===== config.mk =====
export PLATFORM = sky130hd
export DESIGN_NAME = output_channel_credit_scheduler
export DESIGN_NICKNAME = d
export VERILOG_FILES = /design/src/rtl/output_channel_credit_scheduler.sv
export SDC_FILE = /design/constraint.sdc
export NUM_CORES = 1
export LEC_CHECK = 0
export ABC_CLOCK_PERIOD_IN_PS = 3000
export CAP_MARGIN = 15
export CORE_MARGIN = 1
export CORE_UTILIZATION = 50
export CTS_CLUSTER_DIAMETER = 60
export DETAILED_ROUTE_END_ITERATION = 10
export PLACE_DENSITY = 0.86
export SYNTH_ARGS = -nofsm -noshare
export SYNTH_HDL_FRONTEND = slang
export SYNTH_SLANG_ARGS = --single-unit

===== constraint.sdc =====
create_clock -name clk -period 3 [get_ports clk]
set_input_delay 0.6 -clock clk [delete_from_list [all_inputs] [get_ports clk]]
set_output_delay 0.6 -clock clk [all_outputs]
set_load 0.02 [all_outputs]

===== src/rtl/output_channel_credit_scheduler.sv =====
// Credit-based enqueue scheduler for a set of output channels: one credit counter per channel, a one-cycle registered enqueue pulse per accept.
// Optional stall-cycle counter enabled by defining TIA_ENQUEUE_STALL_COUNTER_EN.
`ifndef TIA_NUM_OUTPUT_CHANNELS
`define TIA_NUM_OUTPUT_CHANNELS 4
`endif
`ifndef TIA_OCT_WIDTH
`define TIA_OCT_WIDTH 2
`endif

// Handshake: a request is taken in any cycle where req_valid && req_ready; req_ready is combinational from
// current credits only and the requester must hold req_oci/req_oct stable while valid and not ready.
module output_channel_credit_scheduler #(
  parameter int NUM_CHANNELS  = `TIA_NUM_OUTPUT_CHANNELS,
  parameter int TAG_WIDTH     = `TIA_OCT_WIDTH,
  parameter int CHANNEL_DEPTH = 4,
  localparam int CREDIT_WIDTH = $clog2(CHANNEL_DEPTH + 1)
) (
  input  logic                                 clk,
  input  logic                                 reset,
  input  logic                                 req_valid,
  input  logic [NUM_CHANNELS-1:0]              req_oci,
  input  logic [TAG_WIDTH-1:0]                 req_oct,
  output logic                                 req_ready,
  input  logic [NUM_CHANNELS-1:0]              dequeue_signals,
  output logic [NUM_CHANNELS-1:0]              enqueue_signals,
  output logic [NUM_CHANNELS-1:0][TAG_WIDTH-1:0] output_channel_tags,
  output logic [NUM_CHANNELS-1:0]              credits_available,
  output logic                                 stalled,
  output logic                                 credit_overflow
`ifdef TIA_ENQUEUE_STALL_COUNTER_EN
  ,
  output logic [31:0]                          stall_cycles
`endif
);

  localparam logic [CREDIT_WIDTH-1:0] DEPTH_C = CREDIT_WIDTH'(CHANNEL_DEPTH);
  localparam logic [CREDIT_WIDTH-1:0] ONE_C   = CREDIT_WIDTH'(1);

  typedef enum logic {ST_RUN = 1'b0, ST_STALL = 1'b1} state_e;

  state_e                               state_q, state_d;
  logic [CREDIT_WIDTH-1:0]              credit_q [NUM_CHANNELS];
  logic [CREDIT_WIDTH-1:0]              credit_d [NUM_CHANNELS];
  logic                                 overflow_q, overflow_d;
  logic [NUM_CHANNELS-1:0]              enq_q, enq_d;
  logic [NUM_CHANNELS-1:0][TAG_WIDTH-1:0] tags_q, tags_d;
  logic                                 accept;
  logic [NUM_CHANNELS-1:0]              take_vec;

  always_comb begin
    req_ready = !reset;
    for (int i = 0; i < NUM_CHANNELS; i++) begin
      if (req_oci[i] && (credit_q[i] == '0)) req_ready = 1'b0;
    end
  end

  assign accept   = req_valid && req_ready;
  assign take_vec = {NUM_CHANNELS{accept}} & req_oci;

  always_comb begin
    for (int i = 0; i < NUM_CHANNELS; i++) begin
      credits_available[i] = (credit_q[i] != '0);
    end
  end

  // A return at full credit with no take in the same cycle is dropped and flagged.
  always_comb begin
    overflow_d = overflow_q;
    for (int i = 0; i < NUM_CHANNELS; i++) begin
      credit_d[i] = credit_q[i];
      if (take_vec[i] && !dequeue_signals[i]) begin
        credit_d[i] = credit_q[i] - ONE_C;
      end else if (!take_vec[i] && dequeue_signals[i]) begin
        if (credit_q[i] == DEPTH_C) overflow_d = 1'b1;
        else                        credit_d[i] = credit_q[i] + ONE_C;
      end
    end
  end

  always_comb begin
    enq_d = accept ? req_oci : '0;
    for (int i = 0; i < NUM_CHANNELS; i++) begin
      tags_d[i] = take_vec[i] ? req_oct : '0;
    end
  end

  always_ff @(posedge clk) begin
    if (reset) begin
      state_q    <= ST_RUN;
      overflow_q <= 1'b0;
      enq_q      <= '0;
      tags_q     <= '0;
      for (int i = 0; i < NUM_CHANNELS; i++) credit_q[i] <= DEPTH_C;
    end else begin
      state_q    <= state_d;
      overflow_q <= overflow_d;
      enq_q      <= enq_d;
      tags_q     <= tags_d;
      for (int i = 0; i < NUM_CHANNELS; i++) credit_q[i] <= credit_d[i];
    end
  end

  always_comb begin
    state_d = state_q;
    case (state_q)
      ST_RUN:   if (req_valid && !req_ready) state_d = ST_STALL;
      ST_STALL: if (accept || !req_valid)    state_d = ST_RUN;
      default:  state_d = ST_RUN;
    endcase
  end

  // Pulse outputs are masked while reset is high so a reset right after an accept drops that pulse.
  always_comb begin
    stalled             = (state_q == ST_STALL);
    credit_overflow     = overflow_q;
    enqueue_signals     = reset ? '0 : enq_q;
    output_channel_tags = reset ? '0 : tags_q;
  end

`ifdef TIA_ENQUEUE_STALL_COUNTER_EN
  logic [31:0] stall_cnt_q, stall_cnt_d;

  always_comb begin
    stall_cnt_d = stall_cnt_q;
    if (req_valid && !req_ready && (stall_cnt_q != 32'hFFFF_FFFF)) stall_cnt_d = stall_cnt_q + 32'd1;
  end

  always_ff @(posedge clk) begin
    if (reset) stall_cnt_q <= '0;
    else       stall_cnt_q <= stall_cnt_d;
  end

  assign stall_cycles = stall_cnt_q;
`endif

endmodule


---- Word level (Yosys, flattened, before mapping) ----
Memory sizes are Yosys's and may differ from the RTL's.
Cells that the tools add are included.
Widths: inputs -> output; s select.
storage, ports and cells
  word-level logic and storage cells ...... 110
  output and inout bits ................... 19
  memories ................................ 1
  bits in writable memories ............... 12
  input port bits ......................... 13
  flip-flop bits (word level) ............. 14
operators by class
  add/sub/neg operators ................... 8
  multiplexer cells ....................... 40
  reductions and logical operators ........ 39
  eq/ne operators ......................... 4
  bitwise logic cells ..................... 11
memories
  name      words  bits a word  read ports  clocked after Yosys merged registers in  write ports  line  RTL
  credit_q  4      3            4           0                                        4            42    logic [CREDIT_WIDTH-1:0] credit_q [NUM_CHANNELS];
operator list
  operator             count
  $mux 3               16
  $mux 1               21
  $logic_and 1x1->1    14
  $add 3x1->3 const B  4
  $eq 3x3->1 const B   4
  $logic_not 3->1      4
  $reduce_bool 3->1    4
  $sub 3x1->3 const B  4
  $logic_not 1->1      11
  $reduce_or 2->1      5
  $mux 8               1
  $not 1->1            6
  $and 4x4->4          1
  $mux 4               1
  $or 1x1->1           4
  $pmux 1 s2           1
  $logic_or 1x1->1     1

---- Logic depth before layout (Yosys ltp) ----
  word-level depth ........................ 21
  mapped depth ............................ 11
  mapped depth without buffers ............ 9

---- Least setup slack after synthesis ----
OpenSTA, ideal clock, no wires.
  path type ............................... input to register
  start point ............................. input port reset
  end point ............................... memory credit_q[0][1] (netlist bit)
  data required time ...................... 2.930 ns
  stages .................................. 10
  setup slack ............................. 0.483 ns
  data arrival time ....................... 2.447 ns
  path buffers ............................ 2
  setup time .............................. 0.070 ns
  cells stage by stage .................... inv_1 > o221ai_4 > buf_6 > buf_12 > nor3_2 > ha_1 > inv_1 > fa_1 > or3_1 > a21oi_1
RTL lines
  item         line  RTL
  from (decl)  19    input logic reset,
  to (decl)    42

---- Final worst setup path ----
  start point ............................. input port req_oci[2]
  end point ............................... output port req_ready
on the way
  longest elaborated chain between the ends .. 3
ends and longest elaborated chain
  item                  line  RTL
  from (decl)           21    input logic [NUM_CHANNELS-1:0] req_oci,
  $logic_and 1x1->1     53    if (req_oci[i] && (credit_q[i] == '0)) req_ready = 1'b0;
  $mux 1 (2 in series)  53
  to (decl)             23    output logic req_ready,
Every way passes these cells.

==> impl_metrics.json <==
{
  "netlist_area_um2": 1515,
  "worst-endpoint-required_ns": 2.40,
  "vias": 1308,
  "cap_violations": 0,
  "slew-limit-headroom_pct": 57.06,
  "die_x_um": 57.05,
  "fin_util_pct": 68.69,
  "clockRootBuffer": "clkbuf_4",
  "hold_viol": 0,
  "violations": "DRC",
  "path_clk_slew_ns": 0.14,
  "n_fill_cell": 231,
  "synth_area_leaders": "dfxtp_1 (34%), ha_1 (6.6%), nor3_2 (5.9%)",
  "area.sequential_um2": 520.5,
  "power_density_nw_per_um2": 377.4,
  "drtAntennaViolNets": 0,
  "finalNetCount": 226,
  "hold_ws_ns": 0.5034,
  "fmax_mhz": 364.3,
  "netSwitchingFraction_pct": 24.88,
  "tightest_slew_ns": 0.6351,
  "ys_ff_latch": 26,
  "cts.sinks": 26,
  "cts_hold_buf": 0,
  "syn_to_final_growth_pct": 27.17,
  "syn_area_per_cell_um2": 9.353,
  "seqPwrFrac_pct": 49.4,
  "clk_latency_ns": 0.33,
  "worst_setup_path_start_kind": "input port",
  "path_class": "in -> out",
  "p_int_w": 0.0005462,
  "fin_crit_ns": 2.745,
  "pwr-share-clk_pct": 33.9,
  "ioPinCount": 32,
  "post_synth_num_cell_types": 26,
  "cts_setup_buffers": 0,
  "multi_input_area_um2": 850.8,
  "cts_tree": "built",
  "grt_pass1_wl_um": 5754,
  "synth_top_area_cell": "dfxtp_1",
  "die_h_um": 57.05,
  "num_rows": 19,
  "p_leak_nw": 0.7181,
  "hp-class": "reg -> reg",
  "critPathMaxFanout": 8,
  "antenna_found_initial": 0,
  "syn_inst": 162,
  "period_share_pct": 91.50,
  "fin_skew_ns": 0.002008,
  "drt-vias-per-instance": 5.662,
  "drive_above_1_share_pct": 17.00,
  "finalWirelength_um": 3397,
  "grt_start_max_net_pins": 22,
  "finalSetupViolations": 0,
  "synth_top_area_share_pct": 34.35,
  "slew_violations": 0,
  "comb_power_share_pct": 16.7,
  "track_usage_pct": 22.66,
  "yosys_warnings": 0,
  "io_buffers": 31,
  "syn_nets": 187,
  "num_antenna_cells": 0,
  "start_util_pct": 54.01,
  "arrival_ns": 2.14,
  "die-area_um2": 3255,
  "rsz0062_at_grt": "no",
  "coreArea_um2": 2805,
  "worst_setup_path_end_kind": "output pin",
  "tns_ns": 0,
  "ir_drop_mv": 0.2653,
  "mostFrequentLayoutCell": "clkdlybuf4s50_1",
  "final_cell_mix": "clkdlybuf4s50_1 (31), dfxtp_1 (26), inv_1 (21)",
  "drt_iter0_markers": 46,
  "first_pass_iters": 7,
  "grt_pass1_vias": 1313,
  "switchingPower_w": 0.0001809,
  "gp_congestion": 0.8051,
  "hpwl_um": 2638,
  "h-tree-depth": 1,
  "grt-ovfl-total": 0,
  "cts_max_path_buffers": 2,
  "status": "complete, but fails checks",
  "ys_seq_area_share_pct": 34.35,
  "routed_wire_length_per_instance_um": 14.71,
  "cts_resized": 0,
  "drc_errors": 5,
  "cts_inserted_buffers": 3
}
## metrics by stage
step / power, W / cells / worst slack, ns / area (um^2)
5_1_grt: 0.0007537 / 231 / 0.1558 / 1927
3_3_place_gp: 0.0004810 / 227 / 0.1379 / 1874
4_1_cts: 0.0007326 / 231 / 0.2469 / 1927
6_report: 0.0007271 / 231 / 0.2551 / 1927
2_1_floorplan: 0.0004350 / 162 / 0.4830 / 1515
3_5_place_dp: 0.0004871 / 227 / -0.07784 / 1874
## synth_stat cells
library cell  count
buf_12            1
nand3_1           8
nor3_1            7
nor2_2            1
xor2_1            4
o31ai_1           4
nor3_2            9
o311ai_0          4
a31oi_1           1
ha_1              8
o22ai_4           1
clkbuf_1          3
inv_1            21
nor2b_1          12
a22oi_1           1
dfxtp_1          26
nor4b_1           4
or3_1             8
o221ai_4          1
o211a_1           1
a21oi_1           9
or3_4             4
buf_6             3
or3_2             4
nand2_1          13
fa_1              4
## critical path, stage by stage
cell	delay, ns
clkdlybuf4s50_1	0.54
inv_1	0.09
o22ai_4	0.31
nor2_2	0.06
clkdlybuf4s50_1	0.55
## final timing paths
kind | startpoint | end | slack, ns | depth (start not counted)
worst min register to register | credit_q[3][1] | credit_q[3][1] | 0.50 | 2
worst max register to register | credit_q[0][0] | credit_q[2][1] | 0.45 | 8
worst max-delay path | req_oci[2] | req_ready | 0.26 | 5
worst min-delay path | credit_q[3][1] | credit_q[3][1] | 0.50 | 2
## cell type report
class	count	area share (%)
Multi-Input combinational cell	108	44.16
Clock inverter	1	1.558
Tap cell	31	2.013
Inverter	21	4.091
Sequential cell	26	27.01
Clock buffer	3	1.169
Timing Repair Buffer	41	20.00
## power by group through the flow
stage / Sequential (W) / Clock, W / Combinational [W]
global route: 0.000361 / 0.000260 / 0.000133
finish: 0.000359 / 0.000247 / 0.000121
floorplan: 0.000368 / 0 / 0.0000675
global placement: 0.000366 / 0 / 0.000115
CTS: 0.000359 / 0.000252 / 0.000121
detailed placement: 0.000367 / 0 / 0.000120
## flip-flops by register name, summed over array words and instances (netlist names)
name             cells
credit_overflow      1
credit_q            12
enq_q                4
stalled              1
tags_q               8
## kinds of logic after synthesis
| family | share of synthesized area [%] |
|---|---|
| AND/OR/NAND/NOR | 30.06 |
| XOR/XNOR | 2.312 |
| adder cells (fa/ha/maj) | 11.89 |
| AO/OA/AOI/OAI | 11.89 |
| flip-flops | 34.35 |
| buffers and inverters | 9.496 |
## metal layers
| layer | wire length [um] | vias to the layer above | GRT usage, % | share of wire (%) |
|---|---|---|---|---|
| met5 | 0 | - | 0 | 0 |
| met3 | 113 | 11 | 2.494 | 3.3 |
| met1 | 1442 | 624 | 26.96 | 42 |
| met2 | 1729 | 34 | 39.83 | 51 |
| met4 | 111 | 0 | 12.54 | 3.3 |
| li1 | - | 639 | - | - |
(Power assumes the default switching activity.)
